**src/rtl/socetlib_counter_edge.sv**
```systemverilog
// Counter with terminal-count wrap, plus independent per-lane edge detectors.
// The two sections share only clock and reset.
module socetlib_counter_edge #(
    parameter int NBITS = 32,
    parameter int WIDTH = 1
) (
    input  logic             clk,
    input  logic             nrst,
    input  logic             clear,
    input  logic             count_enable,
    input  logic [NBITS-1:0] overflow_val,
    output logic [NBITS-1:0] count_out,
    output logic             overflow_flag,
    input  logic [WIDTH-1:0] signal,
    output logic [WIDTH-1:0] pos_edge,
    output logic [WIDTH-1:0] neg_edge
);

    logic [NBITS-1:0] r_count;
    logic [WIDTH-1:0] r_prev;
    logic             w_at_ovf;
    logic [NBITS-1:0] w_count_inc;

    assign w_at_ovf    = (r_count == overflow_val);
    assign w_count_inc = r_count + NBITS'(1);

    // Count register: clear wins, else advance and wrap at the terminal value
    always_ff @(posedge clk or negedge nrst) begin
        if (!nrst) begin
            r_count <= '0;
        end else if (clear) begin
            r_count <= '0;
        end else if (count_enable) begin
            r_count <= w_at_ovf ? '0 : w_count_inc;
        end
    end

    // Previous-level register for every edge-detect lane
    always_ff @(posedge clk or negedge nrst) begin
        if (!nrst) begin
            r_prev <= '0;
        end else begin
            r_prev <= signal;
        end
    end

    assign count_out     = r_count;
    assign overflow_flag = w_at_ovf;
    assign pos_edge      = signal & ~r_prev;
    assign neg_edge      = ~signal & r_prev;

endmodule

```
**config.mk**
```make
export PLATFORM = sky130hd
export DESIGN_NAME = socetlib_counter_edge
export DESIGN_NICKNAME = d
export VERILOG_FILES = /design/src/rtl/socetlib_counter_edge.sv
export SDC_FILE = /design/constraint.sdc
export NUM_CORES = 1
export LEC_CHECK = 0
export ABC_AREA = 1
export BUFFER_PORTS_ARGS = -buffer_cell sky130_fd_sc_hd__buf_2
export CAP_MARGIN = 10
export CORE_AREA = 3 3 80 82
export CTS_CLUSTER_DIAMETER = 30
export CTS_CLUSTER_SIZE = 12
export DETAILED_ROUTE_END_ITERATION = 10
export DIE_AREA = 0 0 83 85
export PLACE_DENSITY_LB_ADDON = 0.15
export SYNTH_ARGS = -nofsm -noshare
export SYNTH_HDL_FRONTEND = slang
export SYNTH_SLANG_ARGS = --single-unit
```
**constraint.sdc**
```tcl
create_clock -name clk -period 1.55 [get_ports clk]
set_input_delay 0.0775 -clock clk [delete_from_list [all_inputs] [get_ports clk]]
set_output_delay 0.0775 -clock clk [all_outputs]
set_load 0.1 [all_outputs]
```
==> summary.md, run 1 <==
The wire-length estimate of the detail-placed layout is 6550 µm. After routing the design area is 4290 µm². Number of buffers on the longest clock path: 2. The number of nets handed over by synthesis was 437. The floorplan step defined a core boundary enclosing 5820 µm².

The overall die height works out to 85 µm. The library cell with the largest summed area after synthesis is sky130_fd_sc_hd__dfrtp_1. After synthesis, the cell types taking the most area are sky130_fd_sc_hd__dfrtp_1 (30%), sky130_fd_sc_hd__nand2_1 (18%), sky130_fd_sc_hd__xnor2_1 (8.3%), sky130_fd_sc_hd__a21oi_2 (6.7%), sky130_fd_sc_hd__nor2_1 (6.4%). In this run, CTS created clock tree buffers numbering 5.

The final reports fail on negative setup slack. The H-tree was split into 2 levels. The async set or reset register ratio after synthesis was 1.00. The die extent in x is 83 µm, and the DRC violations left is 0. The share of the yosys chip area belonging to registers came out at 0.301. The number of sinks handled by clock tree synthesis came out at 33. The cell area that synthesis handed to floorplanning was 2750 µm². After floorplanning, the core was divided into 28 placement rows.

The number of buffer cells added on primary ports was 71; the per-instance average area after synthesis was 6.89 µm². During synthesis, Yosys emitted a total of 0 warnings. Once placement finished, the instance area stood at 3830 µm².

TritonCTS built the clock tree. The number of design-rule violations left by the first detailed-router iteration came out at 223. The most used flip-flop cell after synthesis is sky130_fd_sc_hd__dfrtp_1. On the critical path, the stage with the largest delay is an instance of sky130_fd_sc_hd__dfrtp_4.

For the number of diodes added for antenna fixing, the log shows 0. Setup violations remaining at the end of the flow were counted as 33. The tool flagged a number of max-cap violations equal to 0. The die covers 7060 µm².

The analysis attributes to cell leakage a power of 1.98 nW. STA classifies the critical path endpoint as an output port. Timing would allow up to 559 MHz. The first-pass GRT wire length is 14600 µm, and the area added between synthesis and finish is 56.2%. After clock tree synthesis, the clock-pin slew on the worst setup and hold paths is 0.07 ns.

The peak per-stage delay on the critical path is 0.51 ns. The classification of the worst-slack hold path is in -> reg. By instance count, the leading cell after synthesis is sky130_fd_sc_hd__nand2_1.

The final layout contains 589 nets. The required time of the critical path is 1.47 ns, and the largest net degree at the start of global routing is 19. The final setup slack of the worst path came out at -0.239 ns.

The distinct cell type count of the synthesized netlist is 28. 72 I/O pins were placed. The number of antenna violations at the first check in global routing is 0, and the overall overflow remaining after global route is 0. The number of slew-limit violations in the final report is 0. Setup repair after global routing could not meet its margin everywhere. The tools report the element type at the critical path start as a flop. Of all nets on the critical path, the largest fanout is 3.

The tools report the count of endpoints failing hold in the final timing report as 0. Measured in cells, the most critical reg-to-reg path has a length of 10. For this block, the via count after detailed routing is 3122.

Synthesis inferred 33 register bits. The global-route usage over all layers is 0.255. The commonest cells after synthesis are sky130_fd_sc_hd__nand2_1 (129), sky130_fd_sc_hd__nor2_1 (47), sky130_fd_sc_hd__inv_1 (39), sky130_fd_sc_hd__dfrtp_1 (33), sky130_fd_sc_hd__xnor2_1 (26).

The share of post-route cells with drive strength above 1 was 0.518. The final period utilization was 1.15; the worst-case headroom to the max-slew limit was 0.661. After detailed routing, the average wire length per cell comes to 14.1 µm. The critical path goes through xnor2_2 > nand2_1 > nor2_1 > nand2_1 > nor2_2 > nand2_4 > clkinvlp_4 > buf_12.

The top-area cell type share of the netlist area is 0.301. The tree is rooted in a sky130_fd_sc_hd__clkbuf_8. The clock latency on the worst-skew pair was 0.29 ns; the power per standard cell area was 471 nW/µm². Counting instances, the worst hold path has a depth of 3.

The pin slew with the least headroom to its limit works out to 0.512 ns. The logs give 0.738 for the core utilization of the finished layout and 4 for the number of detailed-route iterations in the first pass. Fill cells in the final layout number 457.

The critical path start-end classification is reg -> out. STA puts the critical path data arrival time at 1.71 ns. The tools report the via count of the first global-routing pass as 3134. The cell repeated most along the worst path was sky130_fd_sc_hd__nand2_1. IR analysis of the VDD net gives a maximum drop of 0.433 mV. Yosys mapped a number of flops with a built-in enable equal to 0. The flow ran to the end, but the final reports show violations. Dividing the detail-routed via count by the number of cells gives 4.98.

The detail route stage leaves a number of antenna-violating nets equal to 0. The final critical delay including setup and external delays came out at 1.79 ns. The tools report the total routed wirelength as 8860 µm. For the effective utilization at floorplan, the log shows 0.472. The cell count after synthesis came out at 399. The clock arrives with 0.00454 ns of skew.

Routability-driven placement finished with a final weighted congestion of 0.953.
layout make-up:
type                            count  area (µm²)  share of cell area
Clock inverter                      2        10.0             0.00233
Clock buffer                        6        72.6              0.0169
Multi-Input combinational cell    313        1920               0.447
Timing Repair Buffer              153        1100               0.256
Inverter                           45         175              0.0408
Sequential cell                    33         926               0.216
Tap cell                           75        93.8              0.0219
layer usage:
| layer | track usage | vias up | wire length (µm) |
|---|---|---|---|
| met4 | 0.0832 | 0 | 234 |
| met3 | 0.0350 | 21 | 402 |
| met1 | 0.320 | 1444 | 3820 |
| li1 | - | 1556 | - |
| met2 | 0.453 | 101 | 4400 |
| met5 | 0 | - | 0 |
sequential cells by signal, summed over array words and instances, names as in the netlist:
register	cells
count_out	32
r_prev	1
layout by cell type (no fill, tap or decap), types with 5 or more instances in the layout:
cell and n:
sky130_fd_sc_hd__a21oi_2 21, sky130_fd_sc_hd__buf_12 5, sky130_fd_sc_hd__buf_2 70, sky130_fd_sc_hd__buf_4 69
sky130_fd_sc_hd__buf_6 5, sky130_fd_sc_hd__clkbuf_8 5, sky130_fd_sc_hd__dfrtp_2 8, sky130_fd_sc_hd__dfrtp_4 24
sky130_fd_sc_hd__inv_1 32, sky130_fd_sc_hd__inv_2 11, sky130_fd_sc_hd__nand2_1 119, sky130_fd_sc_hd__nand2_2 11
sky130_fd_sc_hd__nand3_1 24, sky130_fd_sc_hd__nand4_1 10, sky130_fd_sc_hd__nor2_1 33, sky130_fd_sc_hd__nor2_2 13
sky130_fd_sc_hd__nor2_4 9, sky130_fd_sc_hd__o21ai_0 6, sky130_fd_sc_hd__o21ai_1 9, sky130_fd_sc_hd__xnor2_1 14
sky130_fd_sc_hd__xnor2_2 12, sky130_fd_sc_hd__xor2_1 9
critical path, delay by kind of cell (launching register included):
kind,cells,cell delay [ns]
flops,1,0.51
simple gates,5,0.48
buf+inv,2,0.26
xor+xnor,1,0.16
what timing repair did:
item                                   CTS  global route
hold buffers                             2             0
buffers inserted                        11             4
pin swaps                               16            23
endpoints found under the hold margin   16             0
gates resized for setup                 20            32
gates cloned                             1             1
setup endpoints to repair               32            33
power breakdown:
| group | leakage, nW | internal, mW | switching (mW) |
|---|---|---|---|
| Clock | 0.0450 | 0.312 | 0.344 |
| Combinational | 1.54 | 0.191 | 0.282 |
| Sequential | 0.396 | 0.878 | 0.0151 |
| Total | 1.98 | 1.38 | 0.641 |
logic make-up (layout without fill, tap and decap cells):
group | count (synthesis) | in the layout | share of synthesized area
fa+ha+maj | 1 | 1 | 0.00455
xor+xnor | 35 | 35 | 0.112
buf+inv | 53 | 206 | 0.0856
flops | 33 | 33 | 0.301
compound gates | 39 | 39 | 0.102
simple gates | 238 | 238 | 0.396
worst paths after layout:
check                               from       endpoint  slack [ns]
max                         count_out[2]  overflow_flag       -0.24
min                         count_enable  count_out[15]        0.11
max reg2reg                 count_out[2]  count_out[13]       -0.20
min reg2reg                count_out[29]  count_out[29]        0.63
max in group asynchronous           nrst  count_out[15]        0.82
min in group asynchronous           nrst  count_out[25]        0.27
stage by stage:
step / std cells / hold WS (ns) / TNS, ns / total power [mW] / setup WS (ns)
after global placement: 600 / 0.0327 / -2.05 / 1.32 / -0.0852
after CTS: 622 / 0.0918 / -4.73 / 2.00 / -0.236
after floorplan: 399 / -0.218 / -5.23 / 1.16 / -0.207
after global routing: 627 / 0.0988 / -8.63 / 2.10 / -0.329
after detailed placement: 600 / 0.0359 / -2.20 / 1.33 / -0.0956
final: 627 / 0.106 / -5.36 / 2.02 / -0.239
Power figures use the tool's default switching activity.
==> inputs of run 2 (changes only) <==
ABC_AREA = not set   (was 1)
CORE_AREA = 3 3 72 74   (was 3 3 80 82)
DIE_AREA = 0 0 75 77   (was 0 0 83 85)
==> summary.md, run 2 <==
No sink is reached through more buffers than the 2 on the longest clock path. Global routing finished with a remaining overflow of 0. The number of levels in the clock H-tree was 2; the die area was 5780 µm². The async set or reset register ratio after synthesis works out to 1.00. Entering global routing, the biggest net connects 34 pins.

The run gives 25 as the number of standard-cell rows in the floorplan. The flip-flop count of the largest register after layout is 32. Instance count of the mapped netlist: 218. The global-route usage over all layers is 0.221, and the power per standard cell area is 559 nW/µm². The final reports fail on negative setup slack. The final setup slack of the worst path was -0.497 ns.

Most used flip-flop cell after synthesis: sky130_fd_sc_hd__dfrtp_1. The detail-routed net length per standard cell is 15.2 µm, and the final period utilization is 1.32. For the highest ir drop seen on vdd, the log shows 0.340 mV. STA classifies the critical path startpoint as a flop.

The most instantiated library cell after synthesis was sky130_fd_sc_hd__xor2_1. Timing would allow up to 488 MHz. The share of post-route cells with drive strength above 1 was 0.558. In the post-synthesis netlist, the biggest area contributors are sky130_fd_sc_hd__dfrtp_1 (40%), sky130_fd_sc_hd__xor2_1 (18%), sky130_fd_sc_hd__xnor2_1 (5.9%), sky130_fd_sc_hd__nor2_1 (5.8%), sky130_fd_sc_hd__nor4_1 (3.3%). The final route contains 2089 vias. First-pass GRT wire length: 9800 µm.

For this design, the sink count on the clock tree is 33. The number of nets in the layout is 390. TritonCTS built the clock tree.

Top-area cell type share of the netlist area: 0.399. The tools report the number of buffers created by CTS as 5. The area added between synthesis and finish came out at 54.4%. The run gives 0.399 as the share of the yosys chip area belonging to registers. Critical path start-end classification: reg -> reg. The path class of the tightest hold or removal check is in -> reg. For the standard cell core area, the log shows 4660 µm². The hold slack was 0.0502 ns; the synthesis-stage register bit count was 33. Measured along the y axis, the die boundary spans 77 µm. The flow ran to the end, but the final reports show violations.

The count of endpoints failing hold in the final timing report is 0, and the post-synthesis compound-gate area fraction is 0.0641. The simple-gate portion of the synthesized area works out to 0.263. In the layout the commonest cells are sky130_fd_sc_hd__buf_2 (70), sky130_fd_sc_hd__buf_4 (54), sky130_fd_sc_hd__xor2_1 (42). The number of diodes added for antenna fixing is 0.

The final critical delay including setup and external delays is 2.05 ns. The logs give 0 for the reported max-cap violation count and 0 for the number of antenna violations at the first check in global routing. The logs give 256 for the number of nets produced by synthesis and 2.22 ns for the endpoint arrival time on the critical path. The run gives 0.444 as the effective utilization at floorplan. The logs give 1.72 ns for the required time of the critical path and 392 for the number of placed instances, taps included.

The adder-cell share of the synthesized area works out to 0.00605. The clock latency on the worst-skew pair was 0.29 ns; the clock skew after layout was 0.00885 ns. The number of detailed-route iterations in the first pass is 4, and the Yosys warning count is 0.

For this block, the initial DRC count from the detailed router was 133. Number of slew-limit violations in the final report: 0. The worst setup path is captured at a flop. The biggest area contributor in the post-synthesis netlist is sky130_fd_sc_hd__dfrtp_1. The via count of the first global-routing pass was 2123.

The portion of netlist area occupied by mux cells works out to 0. CTS placed an instance of sky130_fd_sc_hd__clkbuf_8 at the clock tree root. During placement, the flow inserted port buffers numbering 71. The cell area that synthesis handed to floorplanning was 2070 µm². Once detailed placement completed, the half-perimeter wirelength came to 4730 µm. The synthesized design contains 0 enable-type register cells. The combinational family with the most area after synthesis was simple AND/OR/NAND/NOR gates.

The die extent in x works out to 75 µm. The library cell used most frequently in the layout, excluding fill and tap cells, is sky130_fd_sc_hd__buf_2. The per-instance average area after synthesis was 9.49 µm². The distinct cell type count of the synthesized netlist is 34. After clock tree synthesis, the clock-pin slew on the worst setup and hold paths is 0.08 ns. The total of endpoints with negative setup slack in the final report was 33. Setup repair after global routing could not meet its margin everywhere. For the pin with the worst max-slew slack, the measured transition is 0.493 ns.

The cell leakage power is 1.56 nW, and the top-level I/O count is 72. The worst-case headroom to the max-slew limit came out at 0.674. The detail route stage leaves a number of antenna-violating nets equal to 0. The tools report the filler-free cell count of the finished design as 407. At the end of routability-driven placement, the weighted congestion stood at 0.793. The commonest cells after synthesis are sky130_fd_sc_hd__xor2_1 (42), sky130_fd_sc_hd__dfrtp_1 (33), sky130_fd_sc_hd__nor2_1 (32), sky130_fd_sc_hd__xnor2_1 (14). Using the TritonRoute via totals, the vias-per-cell ratio works out to 5.13. The synthesized-area fraction occupied by xor and xnor cells is 0.237, and the total routed wirelength is 6190 µm. For the DRC violations left, the log shows 0. Of all nets on the critical path, the largest fanout is 7.
run 2: critical path, stage by stage, from the launching register on:
cell and delay [ns]:
sky130_fd_sc_hd__dfrtp_4 0.48, sky130_fd_sc_hd__xor2_1 0.17, sky130_fd_sc_hd__nor4_1 0.32, sky130_fd_sc_hd__nand4_1 0.20
sky130_fd_sc_hd__buf_4 0.19, sky130_fd_sc_hd__o31ai_4 0.21, sky130_fd_sc_hd__buf_6 0.17, sky130_fd_sc_hd__buf_6 0.14
sky130_fd_sc_hd__nor2_1 0.05
run 2: per-layer routing:
metal / routed length [µm] / track usage
met2: 3120 / 0.368
met4: 97 / 0.0765
met3: 273 / 0.0380
met1: 2700 / 0.284
met5: 0 / 0
run 2: cells by family after synthesis:
kind of cell,Yosys count
buf+inv,12
simple gates,98
xor+xnor,56
flops,33
fa+ha+maj,1
compound gates,18
run 2: layout make-up:
| type | count | area [µm²] |
|---|---|---|
| Fill cell | 395 | 1470 |
| Multi-Input combinational cell | 173 | 1240 |
| Timing Repair Buffer | 133 | 867 |
| Tap cell | 54 | 67.6 |
| Inverter | 6 | 22.5 |
| Clock buffer | 6 | 72.6 |
| Clock inverter | 2 | 10.0 |
| Sequential cell | 33 | 911 |
run 2: path summary, 6_finish.rpt:
path	from	to	slack, ns	cells after the start
worst max register to register	count_out[20]	count_out[11]	-0.50	8
min in group asynchronous	nrst	count_out[5]	0.35	3
max in group asynchronous	nrst	count_out[24]	0.84	3
worst max-delay path	count_out[20]	count_out[11]	-0.50	8
worst min-delay path	count_enable	count_out[0]	0.05	2
worst min register to register	count_out[23]	count_out[23]	0.63	2
run 2: where the power goes:
group	switching (mW)	internal (mW)	total (mW)
Sequential	0.00531	0.869	0.874
Clock	0.332	0.311	0.643
Combinational	0.165	0.103	0.268
Total	0.503	1.28	1.79
run 2: timing repair:
action,CTS,global route
endpoints found under the setup margin,33,33
resized for setup,8,8
pin swaps,6,2
setup buffers,2,2
hold endpoints to repair,34,0
hold buffers,2,0
gates cloned,1,0
run 2: per-stage QoR:
stage / worst slack [ns] / cell area [µm²] / total power [mW] / utilization / setup TNS (ns)
after global routing: -0.581 / 3190 / 1.85 / 0.685 / -18.12
after global placement: -0.463 / 2990 / 1.13 / 0.641 / -14.72
after CTS: -0.514 / 3140 / 1.78 / 0.674 / -15.19
after detailed placement: -0.518 / 2990 / 1.14 / 0.641 / -16.16
final: -0.497 / 3190 / 1.79 / 0.685 / -15.30
after floorplan: -0.709 / 2200 / 1.02 / - / -15.70
